$ cat src/rtl/oam_sprite_eval_pkg.sv
// Shared OAM layout, sizing and state encoding for sprite evaluation.
// Field offsets are also used by the CPU-side OAM write path.
package oam_sprite_eval_pkg;

  localparam int NUM_SPR      = 64;
  localparam int MAX_PER_LINE = 8;
  localparam int SPR_H        = 8;
  localparam int COORD_W      = 10;

  localparam int ADDR_W = $clog2(NUM_SPR);
  localparam int ROW_W  = $clog2(SPR_H);
  localparam int PTR_W  = $clog2(MAX_PER_LINE);
  localparam int CNT_W  = PTR_W + 1;
  localparam int DIFF_W = COORD_W + 1;

  localparam int IDX_W  = 6;
  localparam int ATTR_W = 8;

  localparam int Y_LSB     = 0;
  localparam int X_LSB     = Y_LSB + COORD_W;
  localparam int ATTR_LSB  = X_LSB + COORD_W;
  localparam int INDEX_LSB = ATTR_LSB + ATTR_W;
  localparam int OAM_W     = INDEX_LSB + IDX_W;

  typedef enum logic [1:0] {
    S_IDLE  = 2'd0,
    S_SCAN  = 2'd1,
    S_FLUSH = 2'd2,
    S_OUT   = 2'd3
  } state_t;

  typedef struct packed {
    logic [ADDR_W-1:0]  snum;
    logic [IDX_W-1:0]   index;
    logic [ATTR_W-1:0]  attr;
    logic [COORD_W-1:0] x;
    logic [ROW_W-1:0]   row;
  } spr_ent_t;

endpackage

$ cat src/rtl/sprite_line_buf.sv
// Secondary sprite buffer: in-order writes, in-order reads, bulk clear.
// Ports: i_clr, i_wr/i_wdata, i_rd_adv -> o_rdata, o_count, o_rd_ptr, o_full.
module sprite_line_buf
  import oam_sprite_eval_pkg::*;
(
  input  logic             clk,
  input  logic             rst,
  input  logic             i_clr,
  input  logic             i_wr,
  input  spr_ent_t         i_wdata,
  input  logic             i_rd_adv,
  output spr_ent_t         o_rdata,
  output logic [CNT_W-1:0] o_count,
  output logic [CNT_W-1:0] o_rd_ptr,
  output logic             o_full
);

  spr_ent_t         r_mem [MAX_PER_LINE];
  logic [CNT_W-1:0] r_cnt;
  logic [CNT_W-1:0] r_rd;

  always_ff @(posedge clk or negedge rst) begin
    if (!rst) begin
      r_cnt <= '0;
      r_rd  <= '0;
      for (int i = 0; i < MAX_PER_LINE; i++)
        r_mem[i] <= '0;
    end else if (i_clr) begin
      r_cnt <= '0;
      r_rd  <= '0;
    end else begin
      if (i_wr && !o_full) begin
        r_mem[r_cnt[PTR_W-1:0]] <= i_wdata;
        r_cnt <= r_cnt + CNT_W'(1);
      end
      if (i_rd_adv && (r_rd != r_cnt))
        r_rd <= r_rd + CNT_W'(1);
    end
  end

  assign o_full   = (r_cnt == CNT_W'(MAX_PER_LINE));
  assign o_rdata  = r_mem[r_rd[PTR_W-1:0]];
  assign o_count  = r_cnt;
  assign o_rd_ptr = r_rd;

endmodule

$ cat src/rtl/oam_sprite_eval.sv
// Per-scanline OAM scan: picks up to 8 intersecting sprites, streams them.
// Ports: line_start/line_num in, OAM read port, valid/ready sprite stream.
module oam_sprite_eval
  import oam_sprite_eval_pkg::*;
(
  input  logic               clk,
  input  logic               rst,
  input  logic               line_start,
  input  logic [COORD_W-1:0] line_num,
  output logic               oam_rd_en,
  output logic [ADDR_W-1:0]  oam_rd_addr,
  input  logic [OAM_W-1:0]   oam_rd_data,
  output logic               spr_valid,
  input  logic               spr_ready,
  output logic [ADDR_W-1:0]  spr_snum,
  output logic [IDX_W-1:0]   spr_index,
  output logic [ATTR_W-1:0]  spr_attr,
  output logic [COORD_W-1:0] spr_x,
  output logic [ROW_W-1:0]   spr_row,
  output logic [CNT_W-1:0]   spr_count,
  output logic               overflow,
  output logic               eval_busy,
  output logic               eval_done
);

  state_t             r_state;
  state_t             w_next;
  logic [ADDR_W-1:0]  r_addr;
  logic [ADDR_W-1:0]  r_rd_snum;
  logic               r_rd_vld;
  logic               r_ovf;
  logic               r_done;
  logic [COORD_W-1:0] r_line;

  logic [DIFF_W-1:0]  w_diff;
  logic               w_hit;
  logic               w_wr;
  logic               w_adv;
  logic               w_last;
  logic               w_valid;
  logic               w_empty;
  spr_ent_t           w_wdata;
  spr_ent_t           w_rdata;
  logic [CNT_W-1:0]   w_cnt;
  logic [CNT_W-1:0]   w_rd_ptr;
  logic               w_full;

  // Zero-extended subtract: a negative result sets the top bit,
  // so sprites never wrap from the bottom of the screen to the top.
  assign w_diff = {1'b0, r_line}
                - {1'b0, oam_rd_data[Y_LSB +: COORD_W]};
  assign w_hit  = r_rd_vld && !w_diff[COORD_W]
               && (w_diff < DIFF_W'(SPR_H));

  assign w_wdata.snum  = r_rd_snum;
  assign w_wdata.index = oam_rd_data[INDEX_LSB +: IDX_W];
  assign w_wdata.attr  = oam_rd_data[ATTR_LSB +: ATTR_W];
  assign w_wdata.x     = oam_rd_data[X_LSB +: COORD_W];
  assign w_wdata.row   = w_diff[ROW_W-1:0];

  assign w_wr    = w_hit && !line_start;
  assign w_empty = (w_cnt == '0);
  assign w_valid = (r_state == S_OUT) && !w_empty;
  assign w_adv   = w_valid && spr_ready;
  assign w_last  = ((w_rd_ptr + CNT_W'(1)) == w_cnt);

  sprite_line_buf u_buf (
    .clk      (clk),
    .rst      (rst),
    .i_clr    (line_start),
    .i_wr     (w_wr),
    .i_wdata  (w_wdata),
    .i_rd_adv (w_adv),
    .o_rdata  (w_rdata),
    .o_count  (w_cnt),
    .o_rd_ptr (w_rd_ptr),
    .o_full   (w_full)
  );

  always_ff @(posedge clk or negedge rst) begin
    if (!rst) r_state <= S_IDLE;
    else      r_state <= w_next;
  end

  always_comb begin
    w_next    = r_state;
    oam_rd_en = 1'b0;
    eval_busy = 1'b1;
    unique case (r_state)
      S_IDLE: begin
        eval_busy = 1'b0;
        if (line_start) w_next = S_SCAN;
      end
      S_SCAN: begin
        oam_rd_en = 1'b1;
        if (line_start)
          w_next = S_SCAN;
        else if (r_addr == ADDR_W'(NUM_SPR - 1))
          w_next = S_FLUSH;
      end
      S_FLUSH: begin
        w_next = line_start ? S_SCAN : S_OUT;
      end
      S_OUT: begin
        if (line_start)
          w_next = S_SCAN;
        else if (w_empty || (w_adv && w_last))
          w_next = S_IDLE;
      end
      default: w_next = S_IDLE;
    endcase
  end

  always_ff @(posedge clk or negedge rst) begin
    if (!rst) begin
      r_addr    <= '0;
      r_rd_snum <= '0;
      r_rd_vld  <= 1'b0;
      r_ovf     <= 1'b0;
      r_done    <= 1'b0;
      r_line    <= '0;
    end else begin
      // Abort drops the datum still in flight from the old scan.
      r_rd_vld  <= (r_state == S_SCAN) && !line_start;
      r_rd_snum <= r_addr;
      r_done    <= (r_state == S_OUT) && !line_start
                && w_adv && w_last;
      if (line_start) begin
        r_line <= line_num;
        r_addr <= '0;
        r_ovf  <= 1'b0;
      end else begin
        if (r_state == S_SCAN)
          r_addr <= r_addr + ADDR_W'(1);
        if (w_hit && w_full)
          r_ovf <= 1'b1;
      end
    end
  end

  assign oam_rd_addr = r_addr;
  assign spr_valid   = w_valid;
  assign spr_snum    = w_valid ? w_rdata.snum  : '0;
  assign spr_index   = w_valid ? w_rdata.index : '0;
  assign spr_attr    = w_valid ? w_rdata.attr  : '0;
  assign spr_x       = w_valid ? w_rdata.x     : '0;
  assign spr_row     = w_valid ? w_rdata.row   : '0;
  assign spr_count   = w_cnt;
  assign overflow    = r_ovf;
  // Empty line finishes in its first OUT cycle; otherwise the
  // registered pulse follows the last accepted entry.
  assign eval_done   = r_done
                    || ((r_state == S_OUT) && w_empty && !line_start);

endmodule

$ cat config.mk
export PLATFORM = sky130hd
export DESIGN_NAME = oam_sprite_eval
export DESIGN_NICKNAME = d
export VERILOG_FILES = /design/src/rtl/oam_sprite_eval_pkg.sv /design/src/rtl/sprite_line_buf.sv /design/src/rtl/oam_sprite_eval.sv
export SDC_FILE = /design/constraint.sdc
export NUM_CORES = 1
export LEC_CHECK = 0
export CORE_AREA = 5 5 194 196
export CTS_BUF_LIST = sky130_fd_sc_hd__clkbuf_8 sky130_fd_sc_hd__clkbuf_16
export DETAILED_ROUTE_END_ITERATION = 10
export DIE_AREA = 0 0 199 201
export PLACE_DENSITY = 0.54
export SLEW_MARGIN = 20
export SYNTH_ARGS = -nofsm -noshare
export SYNTH_HDL_FRONTEND = slang
export SYNTH_SLANG_ARGS = --single-unit
$ cat constraint.sdc
create_clock -name clk -period 4.2 [get_ports clk]
set_input_delay 1.26 -clock clk [delete_from_list [all_inputs] [get_ports clk]]
set_output_delay 1.26 -clock clk [all_outputs]
set_load 0.1 [all_outputs]
==> run summary <==
Final count of hold timing violations: 0
Die outline width: 199 um
Max Cap Viol: 0
Fmax: 0.249 GHz
Simple-gate share of the synthesized area: 4.23%
Share of post-route cells with drive strength above 1: 49.2%
CTS tree: built
Vias: 8,227
Hold Crit Depth: 0
Root Buffer: clkbuf_16
Pre-CTS setup slack: -0.345 ns
RSZ-0062 raised after global routing: no
Starting Density: 39.1%
Hold path endpoint: r_rd_snum[1]
Synth top area share: 53.3%
Max Buffers Root-to-Sink: 3
Critical Path Sink Type: register
Clk_lat worst skew: 0.51 ns
Slew @ Worst Pin: 0.977 ns
Mapped Cells: 953
Post-synthesis sequential area ratio: 53.3%
CP cell instances: clkdlybuf4s50_1, ha_1, inv_1, fa_1, a211oi_2, o21ai_0, a21oi_1, mux2i_1, nor4_4, buf_4, and4_2, buf_12, mux2_2
Warnings, synthesis: 0
Mux contribution to synthesized area: 35.4%
Delay-heaviest family, CP: buffers and inverters
Post-Syn Nets: 1,016
Post-synth EDFFs: 0
CTS H-tree depth: 2
Total power: 6.44 mW
Site row count: 70
Fraction of registers with async set/reset: 100%
Hpwl dp: 19,800 um
Most used DFF post-synth: dfrtp_1
Largest family of logic cells by synthesized area: multiplexers
Cell total after placement: 1,522
Worst relative slew slack: 34.6%
FF+latch count, synth: 299
DP Area: 16,500 um2
Pre-antenna DRT Iters: 4
Total grt overflow: 0
Final instance area: 17,700 um2
DRC: 0
CP startpoint kind: primary input
Post-synthesis compound-gate area fraction: 2.00%
Worst reg2reg endpoint: u_buf.r_mem[146]
Number of port buffers: 95
DR WL/cell: 19.7 um
Synthesized area per cell: 14.7 um2
Reg2reg start: r_line[0]
Vias/cell: 5.18
CP Class: in2reg
Final min period: 4.02 ns
Maximum vdd ir drop: 261 uV
Final slew viol count: 0
Worst path bufs/invs: 4
Most common library cells after synthesis: dfrtp_1 (299), mux2_2 (267), mux4_2 (66)
Slowest-stage cell, CP: clkdlybuf4s50_1
Ports: 96
Count leader, synth: dfrtp_1
Cell area after synthesis: 14,000 um2
Arr. time, crit path: 4.41 ns
Die H: 201 um
Post_cts resized: 0
Final Cycle Share: 95.7%
All-layer global routing usage: 16.1%
Register-to-register setup slack: 0.99 ns
Post-synthesis xor/xnor area fraction: 0.874%
Total die area: 40,000 um2
Final Wtd Congestion: 0.764
First-pass GRT wire length: 51,700 um
HP Start: oam_rd_addr[1]
Final TNS setup: 0 ns
Final Util: 49.2%
Max incr delay on CP: 0.46 ns
ANT cells: 0
Dominant cell type by area after synthesis: dfrtp_1
Synth cell types: 50
Fin cells: 1,587
Initial drt markers: 281
Synth Area in Adders: 1.39%
Area contributors post-synth: dfrtp_1 (53%), mux2_2 (21%), mux4_2 (11%)
TritonCTS buffer count: 35
Initial antenna violation count: 0
Pleak: 8.20 nW
Worst min-delay path class: reg2reg
Setup ws final: 0.180 ns
Worst EP required: 4.59 ns
Core area: 35,900 um2
P per Cell Area: 364 nW/um2
Post-Route Skew: 0.0187 ns
Critical path peak fanout: 24
Remaining antenna violation count: 0
Status: completed
Clock slew seen by the registers of the worst setup and hold paths: 0.06 ns
CTS sink cnt: 299
FF-to-FF path depth: 13
Hold slack: 0.478 ns
Vias in the first global route: 9,119
Routed WL: 31,300 um
Layout area overhead: 26.1%
# setup viols final: 0
Largest net degree at the start of global routing: 91
# nets final: 1,155
==> per-layer routing <==
layer | global-route usage, % | part of all wire, % | vias to the layer above | wire length, um
li1 | - | - | 3751 | -
met1 | 23.0 | 46 | 4321 | 14600
met2 | 26.0 | 48 | 118 | 15100
met3 | 2.84 | 3.8 | 37 | 1180
met4 | 3.27 | 1.7 | 0 | 523
met5 | 0 | 0 | - | 0
==> timing repair <==
action                                  in CTS  in global routing
setup buffers                                1                  0
hold buffers                                 0                  0
endpoints found under the setup margin       3                  0
==> how the worst max path moves through the flow <==
stage,startpoint,to,slack [ns],cells past startpoint
2_1_floorplan,u_buf.o_count[1],spr_attr[0],0.03,8
3_3_place_gp,oam_rd_data[0],u_buf.r_mem[151],-0.32,13
3_5_place_dp,oam_rd_data[0],u_buf.r_mem[151],-0.34,13
4_1_cts,oam_rd_data[0],u_buf.r_mem[146],0.17,13
5_1_grt,oam_rd_data[0],u_buf.r_mem[146],0.03,13
6_report,oam_rd_data[0],u_buf.r_mem[146],0.18,13
==> cell families (layout without fill, tap and decap cells) <==
logic type / Yosys count / count (layout)
AOI/OAI and AO/OA: 41 / 41
adders and majority gates: 15 / 15
xor gates and xnor gates: 14 / 14
buffers and inverters: 88 / 254
DFF: 299 / 299
muxes: 380 / 380
and+or+nand+nor: 116 / 116
==> placed cells by master (no fill, tap or decap), types with 2 or more instances in the layout <==
| cell | count |
|---|---|
| a21o_1 | 4 |
| a21oi_1 | 10 |
| and2_1 | 2 |
| and3_1 | 3 |
| and3_2 | 2 |
| buf_12 | 43 |
| buf_4 | 65 |
| clkbuf_16 | 36 |
| clkbuf_8 | 13 |
| clkdlybuf4s50_1 | 54 |
| clkinv_2 | 2 |
| clkinv_4 | 3 |
| dfrtp_1 | 294 |
| dfrtp_2 | 3 |
| dfrtp_4 | 2 |
| ha_1 | 14 |
| inv_1 | 33 |
| mux2_2 | 267 |
| mux2i_1 | 47 |
| mux4_2 | 66 |
| nand2_1 | 16 |
| nand2b_1 | 6 |
| nand3_1 | 3 |
| nand3_2 | 2 |
| nand4_1 | 2 |
| nand4_2 | 2 |
| nor2_1 | 24 |
| nor2_2 | 3 |
| nor2_4 | 30 |
| nor2b_1 | 7 |
| nor3_1 | 2 |
| nor4_4 | 2 |
| nor4b_1 | 2 |
| o2111ai_1 | 3 |
| o211ai_1 | 2 |
| o21a_1 | 4 |
| o21ai_0 | 8 |
| xnor2_1 | 7 |
| xor2_1 | 7 |
==> final cells by class <==
class | instances | area [um2]
Clock buffer | 49 | 1080
Clock inverter | 15 | 118
Fill cell | 3126 | 18200
Inverter | 27 | 101
Multi-Input combinational cell | 566 | 6400
Sequential cell | 299 | 7490
Tap cell | 468 | 586
Timing Repair Buffer | 163 | 1900
==> registers in the layout, indices dropped and copies added (netlist names) <==
name / count
r_rd_snum: 6
u_buf.r_mem: 264
r_done: 1
r_line: 10
r_state: 2
overflow: 1
oam_rd_addr: 6
u_buf.o_rd_ptr: 4
r_rd_vld: 1
u_buf.o_count: 4
==> power breakdown <==
group          leakage (nW)  switching, mW  internal (mW)  total [mW]
Combinational          3.49          0.245          0.197       0.442
Clock                 0.620           1.20           1.86        3.06
Sequential             4.09         0.0253           2.92        2.94
Total                  8.20           1.47           4.97        6.44
Note: power is estimated with default switching activity, not from simulation.
